<file path="src/rtl/flags_context_register.sv">
// Architectural flags register with masked ALU update, set/clear overrides
// and a small LIFO context stack for interrupt/CALL flag save and restore.
module flags_context_register #(
  parameter int unsigned NFLAGS = 5,
  parameter int unsigned DEPTH  = 4
) (
  input  logic                             clk,
  input  logic                             rst,
  input  logic                             ceFlags,
  input  logic [NFLAGS-1:0]                flags_alu,
  input  logic [NFLAGS-1:0]                wmask,
  input  logic [NFLAGS-1:0]                flag_set,
  input  logic [NFLAGS-1:0]                flag_clr,
  input  logic                             push,
  input  logic                             pop,
  input  logic                             err_clr,
  output logic [NFLAGS-1:0]                flags_out,
  output logic [$clog2(DEPTH+1)-1:0]       count,
  output logic                             empty,
  output logic                             full,
  output logic                             err
);

  // Count width covers 0..DEPTH; address width covers 0..DEPTH-1.
  localparam int unsigned CW      = $clog2(DEPTH + 1);
  localparam int unsigned AW      = (DEPTH > 1) ? $clog2(DEPTH) : 1;
  localparam int unsigned ENTRIES = 1 << AW;

  // Stack storage; entries at or above DEPTH are never addressed.
  logic [NFLAGS-1:0] stack_mem [ENTRIES];

  logic [NFLAGS-1:0] flags_q;
  logic [CW-1:0]     count_q;
  logic              empty_q;
  logic              full_q;
  logic              err_q;

  logic              push_only;
  logic              pop_only;
  logic              push_valid;
  logic              pop_valid;
  logic              err_event;
  logic [AW-1:0]     wr_idx;
  logic [AW-1:0]     top_idx;
  logic [NFLAGS-1:0] stage_a;
  logic [NFLAGS-1:0] flags_upd;
  logic [NFLAGS-1:0] flags_next;
  logic [CW-1:0]     count_next;
  logic              err_next;

  // Stack request decode: simultaneous push+pop is a misuse, never an operation.
  always_comb begin
    push_only  = push & ~pop;
    pop_only   = pop & ~push;
    push_valid = push_only & ~full_q;
    pop_valid  = pop_only & ~empty_q;
    err_event  = (push & pop) | (push_only & full_q) | (pop_only & empty_q);
    wr_idx     = AW'(count_q);
    top_idx    = AW'(count_q - CW'(1));
  end

  // Flag datapath: masked ALU merge, then set, then clear (clear wins).
  always_comb begin
    stage_a    = ceFlags ? ((flags_q & ~wmask) | (flags_alu & wmask)) : flags_q;
    flags_upd  = (stage_a | flag_set) & ~flag_clr;
    flags_next = flags_upd;
    if (pop_valid) begin
      flags_next = stack_mem[top_idx];
    end
  end

  // Occupancy and sticky error next-state; an error event beats err_clr.
  always_comb begin
    count_next = count_q;
    if (push_valid) begin
      count_next = count_q + CW'(1);
    end else if (pop_valid) begin
      count_next = count_q - CW'(1);
    end
    err_next = err_q;
    if (err_event) begin
      err_next = 1'b1;
    end else if (err_clr) begin
      err_next = 1'b0;
    end
  end

  // Architectural state; empty/full track the count that is being loaded.
  always_ff @(posedge clk or posedge rst) begin
    if (rst) begin
      flags_q <= '0;
      count_q <= '0;
      empty_q <= 1'b1;
      full_q  <= 1'b0;
      err_q   <= 1'b0;
    end else begin
      flags_q <= flags_next;
      count_q <= count_next;
      empty_q <= (count_next == CW'(0));
      full_q  <= (count_next == CW'(DEPTH));
      err_q   <= err_next;
    end
  end

  // Stack write of the pre-edge flags; contents are unreachable until written.
  always_ff @(posedge clk) begin
    if (!rst && push_valid) begin
      stack_mem[wr_idx] <= flags_q;
    end
  end

  assign flags_out = flags_q;
  assign count     = count_q;
  assign empty     = empty_q;
  assign full      = full_q;
  assign err       = err_q;

endmodule

</file>
<file path="config.mk">
export PLATFORM = sky130hd
export DESIGN_NAME = flags_context_register
export DESIGN_NICKNAME = d
export VERILOG_FILES = /design/src/rtl/flags_context_register.sv
export SDC_FILE = /design/constraint.sdc
export NUM_CORES = 1
export LEC_CHECK = 0
export CORE_ASPECT_RATIO = 0.5
export CORE_MARGIN = 4
export CORE_UTILIZATION = 45
export CTS_CLUSTER_SIZE = 24
export DETAILED_ROUTE_END_ITERATION = 6
export HOLD_SLACK_MARGIN = 0.05
export PLACE_DENSITY = 0.79
export REMOVE_ABC_BUFFERS = 1
export SKIP_LAST_GASP = 1
export SYNTH_ARGS = -nofsm -noshare
export SYNTH_HDL_FRONTEND = slang
export SYNTH_SLANG_ARGS = --single-unit
</file>
<file path="constraint.sdc">
create_clock -name clk -period 2.07 [get_ports clk]
set_input_delay 0.414 -clock clk [delete_from_list [all_inputs] [get_ports clk]]
set_output_delay 0.414 -clock clk [all_outputs]
set_load 0.02 [all_outputs]
</file>
==> results of run 1 <==
## cells in the mapped netlist (all sizes together), types with 2 or more instances
cell    count  share of area
dfrtp      10           0.18
xnor2       2          0.023
nor2        2         0.0053
and2        4          0.018
buf         3          0.011
nand2       6          0.016
a21boi      5          0.026
inv         4          0.011
mux4        5          0.079
edfxtp     20           0.42
a21oi       2         0.0071
a311oi      5          0.031
o21ai       2         0.0071
ha          4          0.035
nor3b       4          0.028
o31ai       5          0.026
## cells by family (layout without fill, tap and decap cells)
logic type / Yosys count / count (layout) / synth area share
AOI/OAI and AO/OA: 23 / 23 / 0.126
xor gates and xnor gates: 2 / 2 / 0.0229
adders and majority gates: 4 / 4 / 0.0353
buffers and inverters: 8 / 54 / 0.0247
DFF: 31 / 31 / 0.619
muxes: 5 / 5 / 0.0794
and+or+nand+nor: 20 / 20 / 0.0927
## how the worst max path moves through the flow
stage | end | depth (start not counted)
after floorplan | full$_DFF_PP0_ | 5
after global placement | stack_mem[2][1]$_DFFE_PP_ | 4
after detailed placement | stack_mem[2][0]$_DFFE_PP_ | 4
after CTS | empty | 1
after global routing | empty | 1
final | empty | 1
## where the power goes
part | total, mW | switching, mW | internal, mW
sequential | 0.949 | 0.129 | 0.821
clock | 0.578 | 0.226 | 0.352
combinational | 0.979 | 0.463 | 0.516
total | 2.51 | 0.818 | 1.69
## cells in the final DEF (no fill, tap or decap), drive strengths merged
cell type / Yosys / final
and4bb: 1 / 1
dfstp: 1 / 1
clkinv: 0 / 2
xnor2: 2 / 2
bufinv: 0 / 1
edfxtp: 20 / 20
ha: 4 / 4
a31oi: 1 / 1
dfrtp: 10 / 10
mux4: 5 / 5
a21oi: 2 / 2
clkbuf: 1 / 5
inv: 4 / 4
a21boi: 5 / 5
o21bai: 1 / 1
o21ai: 2 / 2
nand2: 6 / 6
nor3b: 4 / 4
o31ai: 5 / 5
buf: 3 / 6
o22ai: 1 / 1
a311oi: 5 / 5
nor2: 2 / 2
clkdlybuf4s50: 0 / 36
nor3: 1 / 1
nand3b: 1 / 1
nand2b: 1 / 1
o311a: 1 / 1
and2: 4 / 4
## state kept, by name, summed over array words and instances (netlist names)
name	count
full	1
err	1
count	3
empty	1
stack_mem	20
flags_out	5
## per-layer routing
| metal | routed length [um] | track usage |
|---|---|---|
| met4 | 39 | 0.0489 |
| met5 | 0 | 0 |
| met2 | 1640 | 0.302 |
| met3 | 166 | 0.0842 |
| met1 | 1380 | 0.192 |
## cell type report
type,count,share of cell area
clock buffers,5,0.0351
clock inverters,3,0.0198
inverters,4,0.00766
multi-input cells,54,0.258
flip-flops and latches,31,0.447
well taps,40,0.0255
repair buffers,42,0.207
## metrics by stage
step / total power [mW] / cell area, um2
2_1_floorplan: 1.52 / 1400
3_3_place_gp: 1.92 / 1850
3_5_place_dp: 1.95 / 1850
4_1_cts: 2.52 / 1960
5_1_grt: 2.64 / 1960
6_report: 2.51 / 1960
==> run_results.csv, run 1 <==
group,metric,value,unit
run_status,status,"finished, final reports clean",
setup_path,crit_family,"buffers and inverters",
setup_path,timing.critical_path.buf_inv,1,
synth,ys_ff_latch,31,
synth,syn_inst,93,
drt,firstDrtPassIters,4,
cts,hold_buffers,0,
drt,antenna_left,0,
grt,grt_usage,0.172,
cts,tritoncts,"done",
power,leakagePower,0.730,nW
setup_path,cp_slowest_cell,"clkdlybuf4s50_1",
cts,cts.sinks,31,
drt,drt-total-wl,3.23,mm
sta,tns,0,ns
cts,cts-root-buf,"clkbuf_8",
setup_path,worstReg2RegEnd,"full$_DFF_PP0_",
floorplanning,die_area,0.00417,mm2
min_path,hold_path.class,"primary input to async pin",
sta,slew_headroom,0.769,
sta,hold_violations,0,
grt,grt_start_max_net_pins,12,
sta,layout_setup_ws,0.187,ns
setup_path,criticalPathCategory,"flip-flop to output port",
layout,area_growth,38.3,%
setup_path,cp-startpoint,"empty$_DFF_PP1_",
setup_path,crit_fanout,5,
synth,ys_async_sr_fraction,0.355,
layout,drive_above_1_share,0.187,
power,ir_worst_vdd,797,uV
sta,whs,0.462,ns
drt,vias_per_cell,5.32,
sta,period_share,0.910,
layout,diodes,0,
setup_path,rr_worst_depth,5,
grt,antenna_found_initial,0,
cts,clkLatencyLatePin,0.29,ns
drt,first_iter_violations,44,
power,powerDensity,1280,mW/mm2
synth,yosysSeqAreaShare,0.619,
sta,setup_viol,0,
sta,slew_violations,0,
placed_design,hpwl,2.44,mm
floorplanning,start_util,0.471,
layout,fin_cells,179,
floorplanning,ios,37,
floorplanning,core,0.00301,mm2
synth,synth_edf_count,20,
setup_path,end_kind,"output port",
cts,htreeDepth,2,
drt,post-route-drc-count,0,
setup_path,r2r_slack,0.40,ns
cts,post_cts_resized,0,
grt,grt_pass1_wl,4.97,mm
sta,skew,0.00638,ns
setup_path,path_cells,"clkdlybuf4s50_1",
grt,gr-total-overflow,0,
setup_path,arrival,1.47,ns
job,cap_violations,0,
synth,dominantRegCellSynth,"edfxtp_1",
synth,syn_area,0.00142,mm2
placed_design,place_congestion,0.712,
synth,synthDistinctLibCells,30,
layout,seqCellArea,877,um2
cts,cts_buffer_depth,2,
placed_design,io_buffers,36,
layout,final_util,0.651,
sta,tightestPinTransition,0.345,ns
setup_path,reg2reg_from,"count[1]$_DFF_PP0_",
synth,synth-warning-count,0,
layout,fin_nets,168,
synth,syn_avg_cell_area,15.2,um2
cts,numCtsBuffers,5,
floorplanning,fp-row-count,14,
floorplanning,die_h,47.7,um
layout,nFillCells,210,
drt,num_vias,953,
setup_path,cp-start-kind,"flip-flop",
cts,clk_pin_slew,0.07,ns
sta,max_freq,0.531,GHz
drt,wl_per_cell,18.0,um
setup_path,max_stage_delay,0.61,ns
sta,period_minus_slack,1.88,ns
setup_path,critical_path_required,1.66,ns
cts,postCtsSetupBuffers,0,
sta,rsz0062_at_grt,"false",
placed_design,place_inst,171,
floorplanning,die_w,87.4,um
placed_design,dp_slack,0.0615,ns
layout,multi_input_comb_area,505,um2
grt,grt_pass1_vias,1032,
(Power assumes the default switching activity.)
==> inputs of run 2 (changes only) <==
--- a/config.mk
+++ b/config.mk
@@ -7,11 +7,11 @@
 export LEC_CHECK = 0
 export CORE_ASPECT_RATIO = 0.5
 export CORE_MARGIN = 4
-export CORE_UTILIZATION = 45
-export CTS_CLUSTER_SIZE = 24
+export CORE_UTILIZATION = 47
 export DETAILED_ROUTE_END_ITERATION = 6
 export HOLD_SLACK_MARGIN = 0.05
-export PLACE_DENSITY = 0.79
+export MAX_ROUTING_LAYER = met4
+export PLACE_DENSITY = 0.82
 export REMOVE_ABC_BUFFERS = 1
 export SKIP_LAST_GASP = 1
 export SYNTH_ARGS = -nofsm -noshare
==> run 2 against run 1 <==
Clock-buffer cell count up 1. Setup slack better by 0.00060 ns. Combinational power down 0.4%. Utilization up 6.6 points. Global-route usage up 3.0 points. First-iteration DRC count up 150%. Clock skew up 0.0031 ns. Clock power up 4.8%. Critical path type unchanged. Register-to-register slack worse by 0.06 ns. Fmax about the same. Design area about the same.
==> run_results.csv, run 2 (synthesis results as in run 1) <==
group,metric,value,unit
run_status,status,"finished, final reports clean",
setup_path,criticalPathCategory,"flip-flop to output port",
min_path,hold_path.class,"primary input to async pin",
grt,grt_pass1_wl,5.36,mm
sta,tns,0,ns
sta,rsz0062_at_grt,"false",
grt,grt_start_max_net_pins,12,
setup_path,cp-start-kind,"flip-flop",
cts,postCtsSetupBuffers,0,
setup_path,max_stage_delay,0.62,ns
cts,numCtsBuffers,5,
drt,first_iter_violations,108,
layout,fin_nets,167,
grt,grt_usage,0.202,
setup_path,timing.critical_path.buf_inv,1,
setup_path,crit_fanout,5,
setup_path,critical_path_required,1.66,ns
floorplanning,core,0.00273,mm2
sta,max_freq,0.531,GHz
layout,largest_register_ff_count,20,
layout,design_area,0.00196,mm2
layout,drive_above_1_share,0.188,
drt,drt-total-wl,3.41,mm
grt,antenna_found_initial,0,
setup_path,arrival,1.47,ns
cts,cts_buffer_depth,2,
layout,mostFrequentLayoutCells,"clkdlybuf4s50_1 (36), edfxtp_1 (20), dfrtp_1 (10), nand2_1 (6), clkbuf_8 (6)",
placed_design,dpl_cell_area,0.00184,mm2
layout,nFillCells,177,
sta,slew_violations,0,
sta,period_share,0.909,
setup_path,cp_slowest_cell,"clkdlybuf4s50_1",
drt,antenna_left,0,
placed_design,place_inst,167,
placed_design,place_congestion,0.874,
layout,diodes,0,
layout,area_growth,38.2,%
drt,post-route-drc-count,0,
grt,grt_pass1_vias,972,
placed_design,hpwl,2.67,mm
layout,top_register,"stack_mem",
sta,setup_viol,0,
cts,clk_pin_slew,0.07,ns
floorplanning,die_h,46.8,um
placed_design,io_buffers,36,
cts,htreeDepth,2,
power,p_total,2.55,mW
sta,period_minus_slack,1.88,ns
floorplanning,die_w,85.7,um
layout,fin_cells,175,
drt,vias_per_cell,5.47,
floorplanning,ios,37,
job,cap_violations,0,
setup_path,path_cells,"clkdlybuf4s50_1",
power,leakagePower,0.731,nW
cts,hold_buffers,0,
drt,num_vias,958,
layout,final_util,0.717,
power,ir_worst_vdd,848,uV
cts,cts.sinks,31,
sta,hold_violations,0,
cts,tritoncts,"done",
sta,skew,0.00945,ns
floorplanning,start_util,0.519,
drt,wl_per_cell,19.5,um
cts,post_cts_resized,0,
floorplanning,die_area,0.00401,mm2
power,powerDensity,1300,mW/mm2
cts,clkLatencyLatePin,0.28,ns
sta,slew_headroom,0.754,
setup_path,crit_family,"buffers and inverters",
layout,final_common_cell,"clkdlybuf4s50_1",
sta,tightestPinTransition,0.368,ns
grt,gr-total-overflow,0,
drt,firstDrtPassIters,4,
setup_path,end_kind,"output port",
cts,cts-root-buf,"clkbuf_8",
floorplanning,fp-row-count,13,
==> run 2: changes by cell type in the layout (fill, tap and decap cells not counted) <==
cell,change
clkbuf_8,+1
clkinv_1,-1
buf_4,-1
==> run 2: routing by layer <==
layer,GRT usage,vias up,part of all wire
li1,-,448,-
met1,0.247,477,0.43
met2,0.324,31,0.51
met3,0.0683,2,0.056
met4,0.0662,0,0.0035
met5,-,-,0
==> run 2: layout make-up <==
class / count / area [um2] / area share
tap: 37 / 46.3 / 0.0236
sequential: 31 / 877 / 0.448
inverter: 4 / 15.0 / 0.00766
timing repair buffer: 41 / 398 / 0.203
multi-input combinational: 54 / 505 / 0.258
clock buffer: 6 / 82.6 / 0.0421
clock inverter: 2 / 35.0 / 0.0179
==> run 2: worst register-to-register path, cell delays in order (launching register included) <==
cell and delay [ns]:
dfrtp_1 0.44, inv_1 0.14, ha_1 0.35, o311a_1 0.34, o21ai_1 0.26, nor3b_2 0.08
==> run 2: final timing paths <==
check / startpoint / to / slack, ns / cells after the start
setup reg to reg: count[0]$_DFF_PP0_ / full$_DFF_PP0_ / 0.34 / 5
hold / removal: rst / flags_out[0]$_DFF_PP0_ / 0.46 / 3
max in group asynchronous: rst / empty$_DFF_PP1_ / 1.38 / 3
setup / recovery: empty$_DFF_PP1_ / empty / 0.19 / 1
hold reg to reg: err$_DFFE_PP0P_ / err$_DFFE_PP0P_ / 0.53 / 2
min in group clk: err$_DFFE_PP0P_ / err$_DFFE_PP0P_ / 0.53 / 2
==> run 2: power by group <==
part	internal, mW	switching (mW)	leakage, nW
Sequential	0.821	0.149	0.315
Combinational	0.518	0.457	0.354
Clock	0.389	0.218	0.0612
==> run 2: through the flow <==
step	hold WS [ns]	setup slack, ns
after floorplan	0.274	0.0764
after global placement	0.516	0.126
after detailed placement	0.521	0.0486
after CTS	0.458	0.179
after global routing	0.490	0.139
final	0.458	0.188
==> inputs of run 3 (changes only) <==
--- a/config.mk
+++ b/config.mk
@@ -7,11 +7,11 @@
 export LEC_CHECK = 0
 export CORE_ASPECT_RATIO = 0.5
 export CORE_MARGIN = 4
-export CORE_UTILIZATION = 47
+export CORE_UTILIZATION = 50
 export DETAILED_ROUTE_END_ITERATION = 6
 export HOLD_SLACK_MARGIN = 0.05
 export MAX_ROUTING_LAYER = met4
-export PLACE_DENSITY = 0.82
+export PLACE_DENSITY = 0.86
 export REMOVE_ABC_BUFFERS = 1
 export SKIP_LAST_GASP = 1
 export SYNTH_ARGS = -nofsm -noshare
==> constraint.sdc (replaced) <==
create_clock -name clk -period 2.42 [get_ports clk]
set_input_delay 0.484 -clock clk [delete_from_list [all_inputs] [get_ports clk]]
set_output_delay 0.484 -clock clk [all_outputs]
set_load 0.02 [all_outputs]
==> run 3 against run 2 <==
Die area down 5.2%. Sequential share of layout area up 0.93 points. Global-route usage fell by 0.73 points. Hold slack better by 0.072 ns. Register-to-register slack improved by 0.23 ns. Clock-buffer cell count did not move. Clock power decreased by 37%. Sequential power fell by 15%. Utilization grew 0.69 points. Non-clock buffer count down 1.
==> run_results.csv, run 3 (synthesis results as in run 1) <==
group,metric,value,unit
run_status,status,"finished, final reports clean",
setup_path,r2r_slack,0.57,ns
placed_design,io_buffers,36,
grt,antenna_found_initial,0,
floorplanning,fp-row-count,13,
cts,numCtsBuffers,5,
drt,post-route-drc-count,0,
floorplanning,start_util,0.535,
grt,grt_start_max_net_pins,12,
floorplanning,die_w,83.3,um
sta,max_freq,0.509,GHz
layout,drive_above_1_share,0.175,
setup_path,cp-start-kind,"flip-flop",
floorplanning,core,0.00265,mm2
grt,gr-total-overflow,0,
setup_path,crit_fanout,5,
layout,final_common_cell,"clkdlybuf4s50_1",
sta,hold_violations,0,
power,leakagePower,0.706,nW
setup_path,arrival,1.48,ns
setup_path,crit_family,"buffers and inverters",
min_path,hold_path.class,"flip-flop to flip-flop",
placed_design,hpwl,2.55,mm
layout,area_growth,35.4,%
job,cap_violations,0,
sta,tns,0,ns
setup_path,max_stage_delay,0.63,ns
sta,slew_violations,0,
sta,period_minus_slack,1.97,ns
drt,firstDrtPassIters,4,
drt,vias_per_cell,5.59,
drt,wl_per_cell,19.1,um
layout,largest_register_ff_count,20,
setup_path,end_kind,"output port",
cts,cts.sinks,31,
cts,clk_pin_slew,0.06,ns
sta,skew,0.00456,ns
layout,fin_nets,166,
setup_path,worstReg2RegEnd,"full$_DFF_PP0_",
setup_path,cp_num_cells,1,
setup_path,reg2reg_from,"count[1]$_DFF_PP0_",
drt,num_vias,973,
power,ir_worst_vdd,699,uV
setup_path,rr_worst_depth,5,
grt,grt_pass1_vias,996,
grt,grt_usage,0.195,
setup_path,endpoint,"empty",
setup_path,criticalPathCategory,"flip-flop to output port",
sta,period_share,0.812,
cts,hold_buffers,0,
drt,drt-total-wl,3.32,mm
layout,mostFrequentLayoutCells,"clkdlybuf4s50_1 (36), edfxtp_1 (20), dfrtp_1 (10), nand2_1 (6)",
cts,cts_buffer_depth,2,
drt,antenna_left,0,
floorplanning,die_h,45.7,um
cts,postCtsSetupBuffers,0,
cts,post_cts_resized,0,
setup_path,timing.critical_path.buf_inv,1,
cts,htreeDepth,2,
layout,top_register,"stack_mem",
setup_path,cp-startpoint,"empty$_DFF_PP1_",
setup_path,path_cells,"clkdlybuf4s50_1",
floorplanning,ios,37,
sta,whs,0.530,ns
layout,design_area,0.00192,mm2
layout,diodes,0,
sta,tightestPinTransition,0.357,ns
cts,tritoncts,"done",
sta,setup_viol,0,
power,powerDensity,1060,mW/mm2
grt,grt_pass1_wl,5.04,mm
placed_design,place_congestion,0.868,
cts,clkLatencyLatePin,0.28,ns
drt,first_iter_violations,82,
setup_path,critical_path_required,1.94,ns
min_path,min_from,"err$_DFFE_PP0P_",
placed_design,dpl_cell_area,0.00183,mm2
setup_path,cp_slowest_cell,"clkdlybuf4s50_1",
sta,slew_headroom,0.761,
sta,rsz0062_at_grt,"false",
cts,cts-root-buf,"clkbuf_8",
floorplanning,die_area,0.00380,mm2
==> run 3: cell types whose count changed in the layout (fill, tap and decap cells not counted) <==
cell / change
clkinvlp_4: +1
bufinv_16: -1
clkbuf_1: +1
buf_4: -1
clkbuf_8: -1
==> run 3: worst min-delay path by stage <==
| stage | slack, ns | endpoint | cells after the start |
|---|---|---|---|
| 2_1_floorplan | 0.34 | count[0]$_DFF_PP0_ | 1 |
| 3_3_place_gp | 0.52 | err$_DFFE_PP0P_ | 2 |
| 3_5_place_dp | 0.52 | err$_DFFE_PP0P_ | 2 |
| 4_1_cts | 0.53 | err$_DFFE_PP0P_ | 2 |
| 5_1_grt | 0.56 | full$_DFF_PP0_ | 3 |
| 6_report | 0.53 | err$_DFFE_PP0P_ | 2 |
==> run 3: area by class of cell <==
| cell class | count | area, um2 |
|---|---|---|
| Inverter | 4 | 15.0 |
| Fill cell | 189 | 732 |
| Multi-Input combinational cell | 54 | 505 |
| Tap cell | 37 | 46.3 |
| Clock buffer | 6 | 72.6 |
| Timing Repair Buffer | 40 | 390 |
| Sequential cell | 31 | 877 |
| Clock inverter | 2 | 12.5 |
==> run 3: report_power, final <==
group          switching (mW)  internal, mW  total (mW)
clock network           0.181         0.200       0.381
registers               0.120         0.702       0.822
logic                   0.398         0.426       0.823
total                   0.698          1.33        2.03
==> run 3: metal layers <==
layer / track usage / vias up / wire length [um]
li1: - / 447 / -
met1: 0.227 / 478 / 1420
met2: 0.318 / 41 / 1650
met3: 0.0704 / 7 / 206
met4: 0.0749 / 0 / 45
met5: - / - / 0
==> run 3: tightest hold or removal path, stage by stage (launching register included) <==
cell     delay [ns]
dfrtp_1        0.37
inv_1          0.06
o22ai_1        0.06
==> run 3: through the flow <==
step,total power [mW],util,setup WS (ns),std cells
after floorplan,1.30,-,0.426,89
after global placement,1.63,0.692,0.405,166
after detailed placement,1.66,0.692,0.316,166
after CTS,2.04,0.724,0.438,174
after global routing,2.14,0.724,0.404,174
final,2.03,0.724,0.454,174
